<file path="src/rtl/fwd_pkg.sv">
// Shared constants and types for the RR/EX operand-forwarding and load-use hazard unit.
package fwd_pkg;

  localparam logic [1:0] SEL_ALU    = 2'd0;
  localparam logic [1:0] SEL_ZP9    = 2'd1;
  localparam logic [1:0] SEL_NONE   = 2'd2;
  localparam logic [1:0] SEL_PCPLUS = 2'd3;

  typedef enum logic {
    RUN   = 1'b0,
    STALL = 1'b1
  } fsm_state_t;

  // Which stage supplied a forwarded operand (debug visibility).
  typedef enum logic [2:0] {
    SRC_NONE  = 3'd0,
    SRC_PC    = 3'd1,
    SRC_EXMEM = 3'd2,
    SRC_MEMWB = 3'd3,
    SRC_HIST  = 3'd4
  } fwd_src_t;

endpackage

</file>
<file path="src/rtl/fwd_bypass_unit_if.sv">
// Pipeline-side bundle of the forwarding unit: RR/EX sources, EX/Mem and Mem/WB
// write info in; forwarded operands, stall, error and perf counters out.
interface fwd_bypass_unit_if #(
  parameter int DATA_W = 16,
  parameter int REG_AW = 3,
  parameter int NUM_RD = 2
) ();
  logic [DATA_W-1:0]        rr_ex_pc;
  logic [NUM_RD*REG_AW-1:0] rr_ex_rs;
  logic [NUM_RD-1:0]        rr_ex_fwd_en;
  logic                     ex_mem_regwrite;
  logic                     ex_mem_is_load;
  logic [REG_AW-1:0]        ex_mem_rd;
  logic [1:0]               ex_mem_sel;
  logic [DATA_W-1:0]        ex_mem_alu_out;
  logic [DATA_W-1:0]        ex_mem_zp9;
  logic [DATA_W-1:0]        ex_mem_pc_plus;
  logic                     mem_wb_regwrite;
  logic [REG_AW-1:0]        mem_wb_rd;
  logic [DATA_W-1:0]        mem_wb_data;
  logic [NUM_RD-1:0]        fwd_valid;
  logic [NUM_RD*DATA_W-1:0] fwd_data;
  logic                     stall;
  logic                     hazard_err;
  logic [NUM_RD*32-1:0]     perf_fwd_cnt;
  logic [31:0]              perf_stall_cnt;

  modport master (
    output rr_ex_pc, rr_ex_rs, rr_ex_fwd_en,
    output ex_mem_regwrite, ex_mem_is_load, ex_mem_rd, ex_mem_sel,
    output ex_mem_alu_out, ex_mem_zp9, ex_mem_pc_plus,
    output mem_wb_regwrite, mem_wb_rd, mem_wb_data,
    input  fwd_valid, fwd_data, stall, hazard_err, perf_fwd_cnt, perf_stall_cnt
  );

  modport slave (
    input  rr_ex_pc, rr_ex_rs, rr_ex_fwd_en,
    input  ex_mem_regwrite, ex_mem_is_load, ex_mem_rd, ex_mem_sel,
    input  ex_mem_alu_out, ex_mem_zp9, ex_mem_pc_plus,
    input  mem_wb_regwrite, mem_wb_rd, mem_wb_data,
    output fwd_valid, fwd_data, stall, hazard_err, perf_fwd_cnt, perf_stall_cnt
  );
endinterface

</file>
<file path="src/rtl/fwd_hist_buf.sv">
// Shift register of retired Mem/WB writes; entry 0 is the youngest.
module fwd_hist_buf #(
  parameter int DATA_W     = 16,
  parameter int REG_AW     = 3,
  parameter int HIST_DEPTH = 1
) (
  input  logic                         clk,
  input  logic                         rst_n,
  input  logic                         wr_valid,
  input  logic [REG_AW-1:0]            wr_rd,
  input  logic [DATA_W-1:0]            wr_data,
  output logic [HIST_DEPTH-1:0]        hist_valid,
  output logic [HIST_DEPTH*REG_AW-1:0] hist_rd,
  output logic [HIST_DEPTH*DATA_W-1:0] hist_data
);

  logic              valid_reg [HIST_DEPTH];
  logic [REG_AW-1:0] rd_reg    [HIST_DEPTH];
  logic [DATA_W-1:0] data_reg  [HIST_DEPTH];

  // Shifts every cycle, stall or not, since the downstream stages keep retiring.
  always_ff @(posedge clk or negedge rst_n) begin
    if (!rst_n) begin
      for (int k = 0; k < HIST_DEPTH; k++) begin
        valid_reg[k] <= 1'b0;
        rd_reg[k]    <= '0;
        data_reg[k]  <= '0;
      end
    end else begin
      valid_reg[0] <= wr_valid;
      rd_reg[0]    <= wr_rd;
      data_reg[0]  <= wr_data;
      for (int k = 1; k < HIST_DEPTH; k++) begin
        valid_reg[k] <= valid_reg[k-1];
        rd_reg[k]    <= rd_reg[k-1];
        data_reg[k]  <= data_reg[k-1];
      end
    end
  end

  genvar gi;
  generate
    for (gi = 0; gi < HIST_DEPTH; gi++) begin : g_flat
      assign hist_valid[gi]                    = valid_reg[gi];
      assign hist_rd[gi*REG_AW +: REG_AW]      = rd_reg[gi];
      assign hist_data[gi*DATA_W +: DATA_W]    = data_reg[gi];
    end
  endgenerate

endmodule

</file>
<file path="src/rtl/fwd_bypass_unit.sv">
// Operand forwarding and load-use stall for the RR/EX boundary.
// Optional FWD_PERF_EN macro enables the forward/stall performance counters.
module fwd_bypass_unit
  import fwd_pkg::*;
#(
  parameter int DATA_W     = 16,
  parameter int REG_AW     = 3,
  parameter int NUM_RD     = 2,
  parameter int HIST_DEPTH = 1,
  parameter int PC_REG     = 7
) (
  input  logic             clk,
  input  logic             rst_n,
  fwd_bypass_unit_if.slave bus
);

  localparam logic [REG_AW-1:0] PC_IDX = REG_AW'(PC_REG);

  logic [DATA_W-1:0]            ex_mem_val;
  logic                         ex_mem_fwd_ok;
  logic [HIST_DEPTH-1:0]        hist_valid;
  logic [HIST_DEPTH*REG_AW-1:0] hist_rd;
  logic [HIST_DEPTH*DATA_W-1:0] hist_data;
  fwd_src_t                     port_src [NUM_RD];
  logic [NUM_RD-1:0]            fwd_valid_w;
  logic [NUM_RD*DATA_W-1:0]     fwd_data_w;
  logic [NUM_RD-1:0]            load_hit;
  logic                         hazard;
  fsm_state_t                   state_reg, state_next;
  logic                         stall_w, err_set, hazard_err_reg;

  always_comb begin
    ex_mem_val = '0;
    case (bus.ex_mem_sel)
      SEL_ALU:    ex_mem_val = bus.ex_mem_alu_out;
      SEL_ZP9:    ex_mem_val = bus.ex_mem_zp9;
      SEL_PCPLUS: ex_mem_val = bus.ex_mem_pc_plus;
      default:    ex_mem_val = '0;
    endcase
  end

  // A load's data does not exist yet in EX/Mem, so it can never forward from there.
  assign ex_mem_fwd_ok = bus.ex_mem_regwrite && !bus.ex_mem_is_load && (bus.ex_mem_sel != SEL_NONE);

  fwd_hist_buf #(
    .DATA_W(DATA_W), .REG_AW(REG_AW), .HIST_DEPTH(HIST_DEPTH)
  ) u_hist (
    .clk(clk), .rst_n(rst_n),
    .wr_valid(bus.mem_wb_regwrite), .wr_rd(bus.mem_wb_rd), .wr_data(bus.mem_wb_data),
    .hist_valid(hist_valid), .hist_rd(hist_rd), .hist_data(hist_data)
  );

  genvar gi;
  generate
    for (gi = 0; gi < NUM_RD; gi++) begin : g_port
      logic [REG_AW-1:0] rs;
      logic              en;
      logic              hist_hit;
      logic [DATA_W-1:0] hist_val;
      fwd_src_t          src;
      logic [DATA_W-1:0] data;

      assign rs = bus.rr_ex_rs[gi*REG_AW +: REG_AW];
      assign en = bus.rr_ex_fwd_en[gi];

      always_comb begin
        hist_hit = 1'b0;
        hist_val = '0;
        // Scan oldest to youngest so the youngest matching entry is the one kept.
        for (int k = HIST_DEPTH - 1; k >= 0; k--) begin
          if (hist_valid[k] && (hist_rd[k*REG_AW +: REG_AW] == rs)) begin
            hist_hit = 1'b1;
            hist_val = hist_data[k*DATA_W +: DATA_W];
          end
        end
        src  = SRC_NONE;
        data = '0;
        if (rs == PC_IDX) begin
          src  = SRC_PC;
          data = bus.rr_ex_pc;
        end else if (en && ex_mem_fwd_ok && (bus.ex_mem_rd == rs)) begin
          src  = SRC_EXMEM;
          data = ex_mem_val;
        end else if (en && bus.mem_wb_regwrite && (bus.mem_wb_rd == rs)) begin
          src  = SRC_MEMWB;
          data = bus.mem_wb_data;
        end else if (en && hist_hit) begin
          src  = SRC_HIST;
          data = hist_val;
        end
      end

      assign port_src[gi]                    = src;
      assign fwd_valid_w[gi]                 = (src != SRC_NONE);
      assign fwd_data_w[gi*DATA_W +: DATA_W] = data;
      assign load_hit[gi] = en && (rs != PC_IDX) && bus.ex_mem_regwrite &&
                            bus.ex_mem_is_load && (bus.ex_mem_rd == rs);
    end
  endgenerate

  assign hazard = |load_hit;

  always_ff @(posedge clk or negedge rst_n) begin
    if (!rst_n) state_reg <= RUN;
    else        state_reg <= state_next;
  end

  always_comb begin
    state_next = state_reg;
    case (state_reg)
      RUN:     if (hazard) state_next = STALL;
      STALL:   state_next = RUN;
      default: state_next = RUN;
    endcase
  end

  // A hazard still visible in STALL means upstream ignored the bubble request.
  always_comb begin
    stall_w = 1'b0;
    err_set = 1'b0;
    case (state_reg)
      RUN:     stall_w = hazard;
      STALL:   err_set = hazard;
      default: stall_w = 1'b0;
    endcase
  end

  always_ff @(posedge clk or negedge rst_n) begin
    if (!rst_n)       hazard_err_reg <= 1'b0;
    else if (err_set) hazard_err_reg <= 1'b1;
  end

  assign bus.fwd_valid  = fwd_valid_w;
  assign bus.fwd_data   = fwd_data_w;
  assign bus.stall      = stall_w & rst_n;
  assign bus.hazard_err = hazard_err_reg;

`ifdef FWD_PERF_EN
  logic [31:0] stall_cnt_reg;

  generate
    for (gi = 0; gi < NUM_RD; gi++) begin : g_perf
      logic [31:0] fwd_cnt_reg;
      always_ff @(posedge clk or negedge rst_n) begin
        if (!rst_n)
          fwd_cnt_reg <= '0;
        else if (port_src[gi] != SRC_NONE && port_src[gi] != SRC_PC)
          fwd_cnt_reg <= fwd_cnt_reg + 32'd1;
      end
      assign bus.perf_fwd_cnt[gi*32 +: 32] = fwd_cnt_reg;
    end
  endgenerate

  always_ff @(posedge clk or negedge rst_n) begin
    if (!rst_n)       stall_cnt_reg <= '0;
    else if (stall_w) stall_cnt_reg <= stall_cnt_reg + 32'd1;
  end

  assign bus.perf_stall_cnt = stall_cnt_reg;
`else
  assign bus.perf_fwd_cnt   = '0;
  assign bus.perf_stall_cnt = '0;
`endif

endmodule

</file>
<file path="src/flat_wrapper.sv">
// flat-port wrapper written by rule: the top's interface ports become plain ports
module fwd_bypass_unit_flat import fwd_pkg::*;
#(
  parameter int DATA_W     = 16,
  parameter int REG_AW     = 3,
  parameter int NUM_RD     = 2,
  parameter int HIST_DEPTH = 1,
  parameter int PC_REG     = 7
)
  (clk, rst_n, bus_rr_ex_pc, bus_rr_ex_rs, bus_rr_ex_fwd_en, bus_ex_mem_regwrite, bus_ex_mem_is_load, bus_ex_mem_rd, bus_ex_mem_sel, bus_ex_mem_alu_out, bus_ex_mem_zp9, bus_ex_mem_pc_plus, bus_mem_wb_regwrite, bus_mem_wb_rd, bus_mem_wb_data, bus_fwd_valid, bus_fwd_data, bus_stall, bus_hazard_err, bus_perf_fwd_cnt, bus_perf_stall_cnt);
  fwd_bypass_unit_if #(.DATA_W(DATA_W), .REG_AW(REG_AW), .NUM_RD(NUM_RD)) bus_i ();
  input  logic clk;
  input  logic rst_n;
  input wire logic [$bits(bus_i.rr_ex_pc)-1:0] bus_rr_ex_pc;
  input wire logic [$bits(bus_i.rr_ex_rs)-1:0] bus_rr_ex_rs;
  input wire logic [$bits(bus_i.rr_ex_fwd_en)-1:0] bus_rr_ex_fwd_en;
  input wire logic [$bits(bus_i.ex_mem_regwrite)-1:0] bus_ex_mem_regwrite;
  input wire logic [$bits(bus_i.ex_mem_is_load)-1:0] bus_ex_mem_is_load;
  input wire logic [$bits(bus_i.ex_mem_rd)-1:0] bus_ex_mem_rd;
  input wire logic [$bits(bus_i.ex_mem_sel)-1:0] bus_ex_mem_sel;
  input wire logic [$bits(bus_i.ex_mem_alu_out)-1:0] bus_ex_mem_alu_out;
  input wire logic [$bits(bus_i.ex_mem_zp9)-1:0] bus_ex_mem_zp9;
  input wire logic [$bits(bus_i.ex_mem_pc_plus)-1:0] bus_ex_mem_pc_plus;
  input wire logic [$bits(bus_i.mem_wb_regwrite)-1:0] bus_mem_wb_regwrite;
  input wire logic [$bits(bus_i.mem_wb_rd)-1:0] bus_mem_wb_rd;
  input wire logic [$bits(bus_i.mem_wb_data)-1:0] bus_mem_wb_data;
  output wire logic [$bits(bus_i.fwd_valid)-1:0] bus_fwd_valid;
  output wire logic [$bits(bus_i.fwd_data)-1:0] bus_fwd_data;
  output wire logic [$bits(bus_i.stall)-1:0] bus_stall;
  output wire logic [$bits(bus_i.hazard_err)-1:0] bus_hazard_err;
  output wire logic [$bits(bus_i.perf_fwd_cnt)-1:0] bus_perf_fwd_cnt;
  output wire logic [$bits(bus_i.perf_stall_cnt)-1:0] bus_perf_stall_cnt;
  assign bus_i.rr_ex_pc = bus_rr_ex_pc;
  assign bus_i.rr_ex_rs = bus_rr_ex_rs;
  assign bus_i.rr_ex_fwd_en = bus_rr_ex_fwd_en;
  assign bus_i.ex_mem_regwrite = bus_ex_mem_regwrite;
  assign bus_i.ex_mem_is_load = bus_ex_mem_is_load;
  assign bus_i.ex_mem_rd = bus_ex_mem_rd;
  assign bus_i.ex_mem_sel = bus_ex_mem_sel;
  assign bus_i.ex_mem_alu_out = bus_ex_mem_alu_out;
  assign bus_i.ex_mem_zp9 = bus_ex_mem_zp9;
  assign bus_i.ex_mem_pc_plus = bus_ex_mem_pc_plus;
  assign bus_i.mem_wb_regwrite = bus_mem_wb_regwrite;
  assign bus_i.mem_wb_rd = bus_mem_wb_rd;
  assign bus_i.mem_wb_data = bus_mem_wb_data;
  assign bus_fwd_valid = bus_i.fwd_valid;
  assign bus_fwd_data = bus_i.fwd_data;
  assign bus_stall = bus_i.stall;
  assign bus_hazard_err = bus_i.hazard_err;
  assign bus_perf_fwd_cnt = bus_i.perf_fwd_cnt;
  assign bus_perf_stall_cnt = bus_i.perf_stall_cnt;
  fwd_bypass_unit #(.DATA_W(DATA_W), .REG_AW(REG_AW), .NUM_RD(NUM_RD), .HIST_DEPTH(HIST_DEPTH), .PC_REG(PC_REG)) u_core (.clk(clk), .rst_n(rst_n), .bus(bus_i));
endmodule
</file>
<file path="config.mk">
export PLATFORM = sky130hd
export DESIGN_NAME = fwd_bypass_unit_flat
export DESIGN_NICKNAME = d
export VERILOG_FILES = /design/src/rtl/fwd_pkg.sv /design/src/rtl/fwd_bypass_unit_if.sv /design/src/rtl/fwd_hist_buf.sv /design/src/rtl/fwd_bypass_unit.sv /design/src/flat_wrapper.sv
export SDC_FILE = /design/constraint.sdc
export NUM_CORES = 1
export LEC_CHECK = 0
export BUFFER_PORTS_ARGS = -buffer_cell sky130_fd_sc_hd__buf_2
export CAP_MARGIN = 20
export CORE_ASPECT_RATIO = 1.25
export CORE_UTILIZATION = 39
export DETAILED_ROUTE_END_ITERATION = 8
export GPL_TIMING_DRIVEN = 0
export PLACE_DENSITY = 0.79
export RECOVER_POWER = 25
export SETUP_SLACK_MARGIN = 0.05
export SKIP_LAST_GASP = 1
export SYNTH_ARGS = -nofsm -noshare
export SYNTH_HDL_FRONTEND = slang
export SYNTH_HIERARCHICAL = 1
export SYNTH_SLANG_ARGS = --single-unit
</file>
<file path="constraint.sdc">
create_clock -name clk -period 1.51 [get_ports clk]
set_input_delay 0.151 -clock clk [delete_from_list [all_inputs] [get_ports clk]]
set_output_delay 0.151 -clock clk [all_outputs]
set_load 0.02 [all_outputs]
</file>
==> results.txt <==
----------------------------------------------------
[Synthesis]
  Warning count from the yosys run ... 6
  Most frequent cells after synthesis ... sky130_fd_sc_hd__buf_4, sky130_fd_sc_hd__mux2i_1, sky130_fd_sc_hd__nand3_1
  Biggest area contributors in the synthesized netlist ... sky130_fd_sc_hd__buf_4, sky130_fd_sc_hd__dfrtp_1, sky130_fd_sc_hd__mux2i_1
  Post-synth design cell area ... roughly 0.0034 mm2
  Ys async rst share ... 100.0%
  Yosys top cell by area ... sky130_fd_sc_hd__buf_4
  Mean area per synthesized cell ... 7.825 um2
  Flip-flop cell with the highest count after synthesis ... sky130_fd_sc_hd__dfrtp_1
  Area fraction of the dominant cell type after synthesis ... a little over a fifth
  Flip-flop and latch count after synthesis ... 22
  Cell count after synthesis ... between 400 and 500
  Post-synthesis share of cell area spent on full adders, half adders and majority gates ... 0%
  Part of the Yosys area used for sequential elements ... roughly 16%
  Largest family of logic cells by synthesized area ... buffers and inverters
  Basic-gate share of the synthesized area counting and, or, nand and nor cells ... 24.78%
  Share of cell area taken by muxes after synthesis ... between 10 and 15%
  Most used standard cell by instance count after synthesis ... sky130_fd_sc_hd__buf_4
  Synthesized-area fraction occupied by xor and xnor cells ... under 10%
  Number of enable flip-flop cells after synthesis ... 0
  Unique cell type count in the Yosys netlist ... 34
  Compound-gate portion of the synthesized area ... roughly an eighth

[Floorplanning]
  Vertical extent of the die ... around 110 um
  Die ar. ... between 0.009 and 0.01 mm2
  Initial cell density of the core ... 40.66%
  Core area ... 0.008333 mm2
  Die extent in x ... about 85 um
  Number of I/O pins ... 233
  Number of standard-cell rows in the floorplan ... 37

[Power]
  Net Sw Frac ... just over 40%
  Seq pwr share ... 21.3%
  Net Switching ... ~1.3 mW
  Power per standard cell area ... just over 500 mW/mm2
  Proportion of power drawn by combinational gates ... 59.7%
  LEAKAGE ... about 3 nW
  Worst VDD drop ... 0.0006222 V
  Clock power frac ... 19.0%
  Internal power summed over all cells ... between 1.5 and 2 mW

[Worst setup path]
  Reg2reg end ... u_core/bus.hazard_err
  Crit Path Class ... register to primary output
  Critical Path Source ... u_core/u_hist/hist_rd[1]
  Arrival time of the worst setup path ... 2.05 ns
  Last element of the critical path ... bus_fwd_data[7]
  Sort of element at the start of the critical path ... register
  Highest fanout seen on the critical path ... 6
  Count of cells along the worst register-to-register path ... 2
  Crit path capture type ... primary output
  Startpoint of the lowest-slack register-to-register path ... u_core/state_reg
  Register-to-Register Setup Slack ... approximately 0.79 ns
  Worst Path Required ... approximately 1.4 ns

[Timing]
  Final total negative setup slack ... -20.77 ns
  Final number of setup-violating endpoints ... 35
  Relative max-transition margin ... a little over half
  Final setup skew ... around 0.000062 ns
  Worst hold margin ... ~0.02 ns
  Final hold viol count ... 0
  Unrepaired setup endpoints after global routing ... yes
  Number of pins exceeding their max-slew limit in the final report ... 0
  Final min period ... around 2.2 ns
  Slew at the pin with the worst max-slew slack ... roughly 0.71 ns
  Maximum clock frequency ... 454.3 MHz
  Final worst-path cycle share ... 145.8%
  Setup slack after layout ... -0.6910 ns

[CTS]
  Htree depth ... 1
  Clock transition at the registers of the reported paths ... ~0.09 ns
  TritonCTS clock tree ... yes
  Clk_lat worst skew ... 0.27 ns
  TritonCTS sink count ... 22
  Library cell used as clock root buffer ... sky130_fd_sc_hd__clkbuf_8
  CTS max path bufs ... 2
  Num CTS Buffers ... 3

[Status]
  Result of the run ... finished with violations
  Violations in the final reports ... negative setup slack

[Route]
  Vias after detailed routing ... ~4,200
  Number of detailed-routing iterations run before antenna repair ... 5
  Detail-routed via count per cell ... roughly 5.3
  Total Routed Length ... between 10,000 and 15,000 um
  Wire length per cell ... 17.49 um
  Antenna-violating nets left ... 0
  Number of DRC violations after detailed routing ... 0
  Count of routing violations after the opening detailed-route iteration ... 170

[Run]
  Reported max-cap violation count ... 0

[GRT]
  Largest net degree at the start of global routing ... 23
  Initial antenna violation count ... 0
  GRT Util Overall ... approximately 27%
  First-pass GRT wire length ... roughly 19,000 um
  Sum of overflow across all layers after global routing ... 0
  Number of global-route vias before repair ... about 3,800

[Placement]
  Sum of net half-perimeters after detailed placement ... just under 10,000 um
  Inst Count DP ... approximately 760
  Area post-placement ... about 0.0049 mm2
  Port bufs ... approximately 130
  Placer Congestion ... about 0.9

[Final layout]
  Finished layout cell area ... 0.005934 mm2
  Net count reported at finish ... between 700 and 800
  Number of inserted filler cells in the final layout ... roughly 650
  Share of post-route cells with drive strength above 1 ... between 50% and 60%
  Post-synthesis to final-layout area growth ... 75.15%
  Final Non-Filler Cells ... roughly 800
  Total inserted antenna cells ... 0
  Max FFs per register ... 16

[Worst hold path]
  Hold Path Depth ... 1
  Path class of the lowest-slack min-delay path ... input port to register
  Start point of the worst hold path ... bus_mem_wb_regwrite

----------------------------------------------------
==> cell type report <==
cell class	instances	area (um2)	share of cell area, %
tap	97	121.4	2.045
buffer	130	1050	17.69
multi-input combinational	376	3007	50.66
clock buffer	3	41.29	0.6958
sequential	22	554.3	9.340
timing repair buffer	164	1131	19.06
clock inverter	1	30.03	0.5060
==> routing by layer <==
metal | up-vias | track usage (%) | share of wire [%]
met5 | - | 0 | 0
met4 | 0 | 12.98 | 4.8
met3 | 47 | 2.873 | 8.5
met2 | 296 | 50.58 | 53
met1 | 1921 | 29.67 | 34
li1 | 1916 | - | -
==> per-stage QoR <==
stage | utilization [%] | setup WS (ns) | total power [mW]
6_report | 71.22 | -0.6910 | 3.039
5_1_grt | 71.22 | -0.7663 | 3.167
4_1_cts | 64.70 | -0.6740 | 2.778
3_5_place_dp | 58.74 | -0.7582 | 2.043
3_3_place_gp | 58.74 | -0.6741 | 2.029
2_1_floorplan | - | -0.2333 | 1.654
==> power by group through the flow <==
| stage | combinational (mW) | clock, mW | sequential [mW] |
|---|---|---|---|
| floorplan | 1.01 | 0 | 0.648 |
| global placement | 1.38 | 0 | 0.647 |
| detailed placement | 1.40 | 0 | 0.648 |
| CTS | 1.55 | 0.584 | 0.641 |
| global route | 1.91 | 0.610 | 0.649 |
| finish | 1.82 | 0.577 | 0.646 |
==> critical path, stage by stage (launching register included) <==
cell and delay (ns):
sky130_fd_sc_hd__dfrtp_2 0.49, sky130_fd_sc_hd__xor2_4 0.21, sky130_fd_sc_hd__buf_6 0.16, sky130_fd_sc_hd__nor4_2 0.26, sky130_fd_sc_hd__mux2i_1 0.17, sky130_fd_sc_hd__a221oi_2 0.30, sky130_fd_sc_hd__buf_4 0.18
==> logic make-up (layout without fill, tap and decap cells) <==
logic type / after synthesis / count (layout)
DFF: 22 / 22
AOI/OAI and AO/OA: 52 / 52
buffers and inverters: 130 / 298
other: 1 / 96
muxes: 48 / 48
xor gates and xnor gates: 18 / 18
and+or+nand+nor: 162 / 162
==> timing repair <==
item                                   in CTS  in global routing
endpoints found under the hold margin      22                  0
gates cloned                                2                  2
setup endpoints to repair                  35                 35
pin swaps                                  14                 22
hold buffers                                1                  0
setup buffers                              13                 12
resized for setup                          74                 79
==> worst min-delay path by stage <==
stage | endpoint | slack, ns
after global routing | u_core/u_hist/hist_valid | 0.01
final | u_core/u_hist/hist_valid | 0.02
after floorplan | u_core/bus.hazard_err | -0.14
after global placement | u_core/u_hist/hist_rd[2] | 0.16
after CTS | u_core/u_hist/hist_valid | 0.003
after detailed placement | u_core/u_hist/hist_rd[2] | 0.18
==> placed cells by master, fill, tap and decap left out, types with 2 or more instances in the layout <==
cell                          n
sky130_fd_sc_hd__a211oi_2     9
sky130_fd_sc_hd__a211oi_4     9
sky130_fd_sc_hd__a221oi_2    14
sky130_fd_sc_hd__and3b_1      2
sky130_fd_sc_hd__buf_12       3
sky130_fd_sc_hd__buf_2       86
sky130_fd_sc_hd__buf_4      142
sky130_fd_sc_hd__buf_6       24
sky130_fd_sc_hd__buf_8        8
sky130_fd_sc_hd__clkbuf_1    21
sky130_fd_sc_hd__clkbuf_16    2
sky130_fd_sc_hd__clkbuf_8     7
sky130_fd_sc_hd__conb_1      96
sky130_fd_sc_hd__dfrtp_1     19
sky130_fd_sc_hd__dfrtp_2      3
sky130_fd_sc_hd__mux2_2       9
sky130_fd_sc_hd__mux2i_1     35
sky130_fd_sc_hd__mux2i_2      3
sky130_fd_sc_hd__nand2_1     12
sky130_fd_sc_hd__nand3_1     35
sky130_fd_sc_hd__nand3_2      2
sky130_fd_sc_hd__nand4_1      2
sky130_fd_sc_hd__nand4_2      2
sky130_fd_sc_hd__nor2_1      32
sky130_fd_sc_hd__nor3_1      33
sky130_fd_sc_hd__nor4_1       6
sky130_fd_sc_hd__nor4_2      16
sky130_fd_sc_hd__nor4_4      10
sky130_fd_sc_hd__o21a_1       2
sky130_fd_sc_hd__o21ai_0      7
sky130_fd_sc_hd__o22a_1       9
sky130_fd_sc_hd__or4_1        3
sky130_fd_sc_hd__xnor2_2      3
sky130_fd_sc_hd__xnor2_4      3
sky130_fd_sc_hd__xor2_1       6
sky130_fd_sc_hd__xor2_4       6
(Power assumes the default switching activity.)
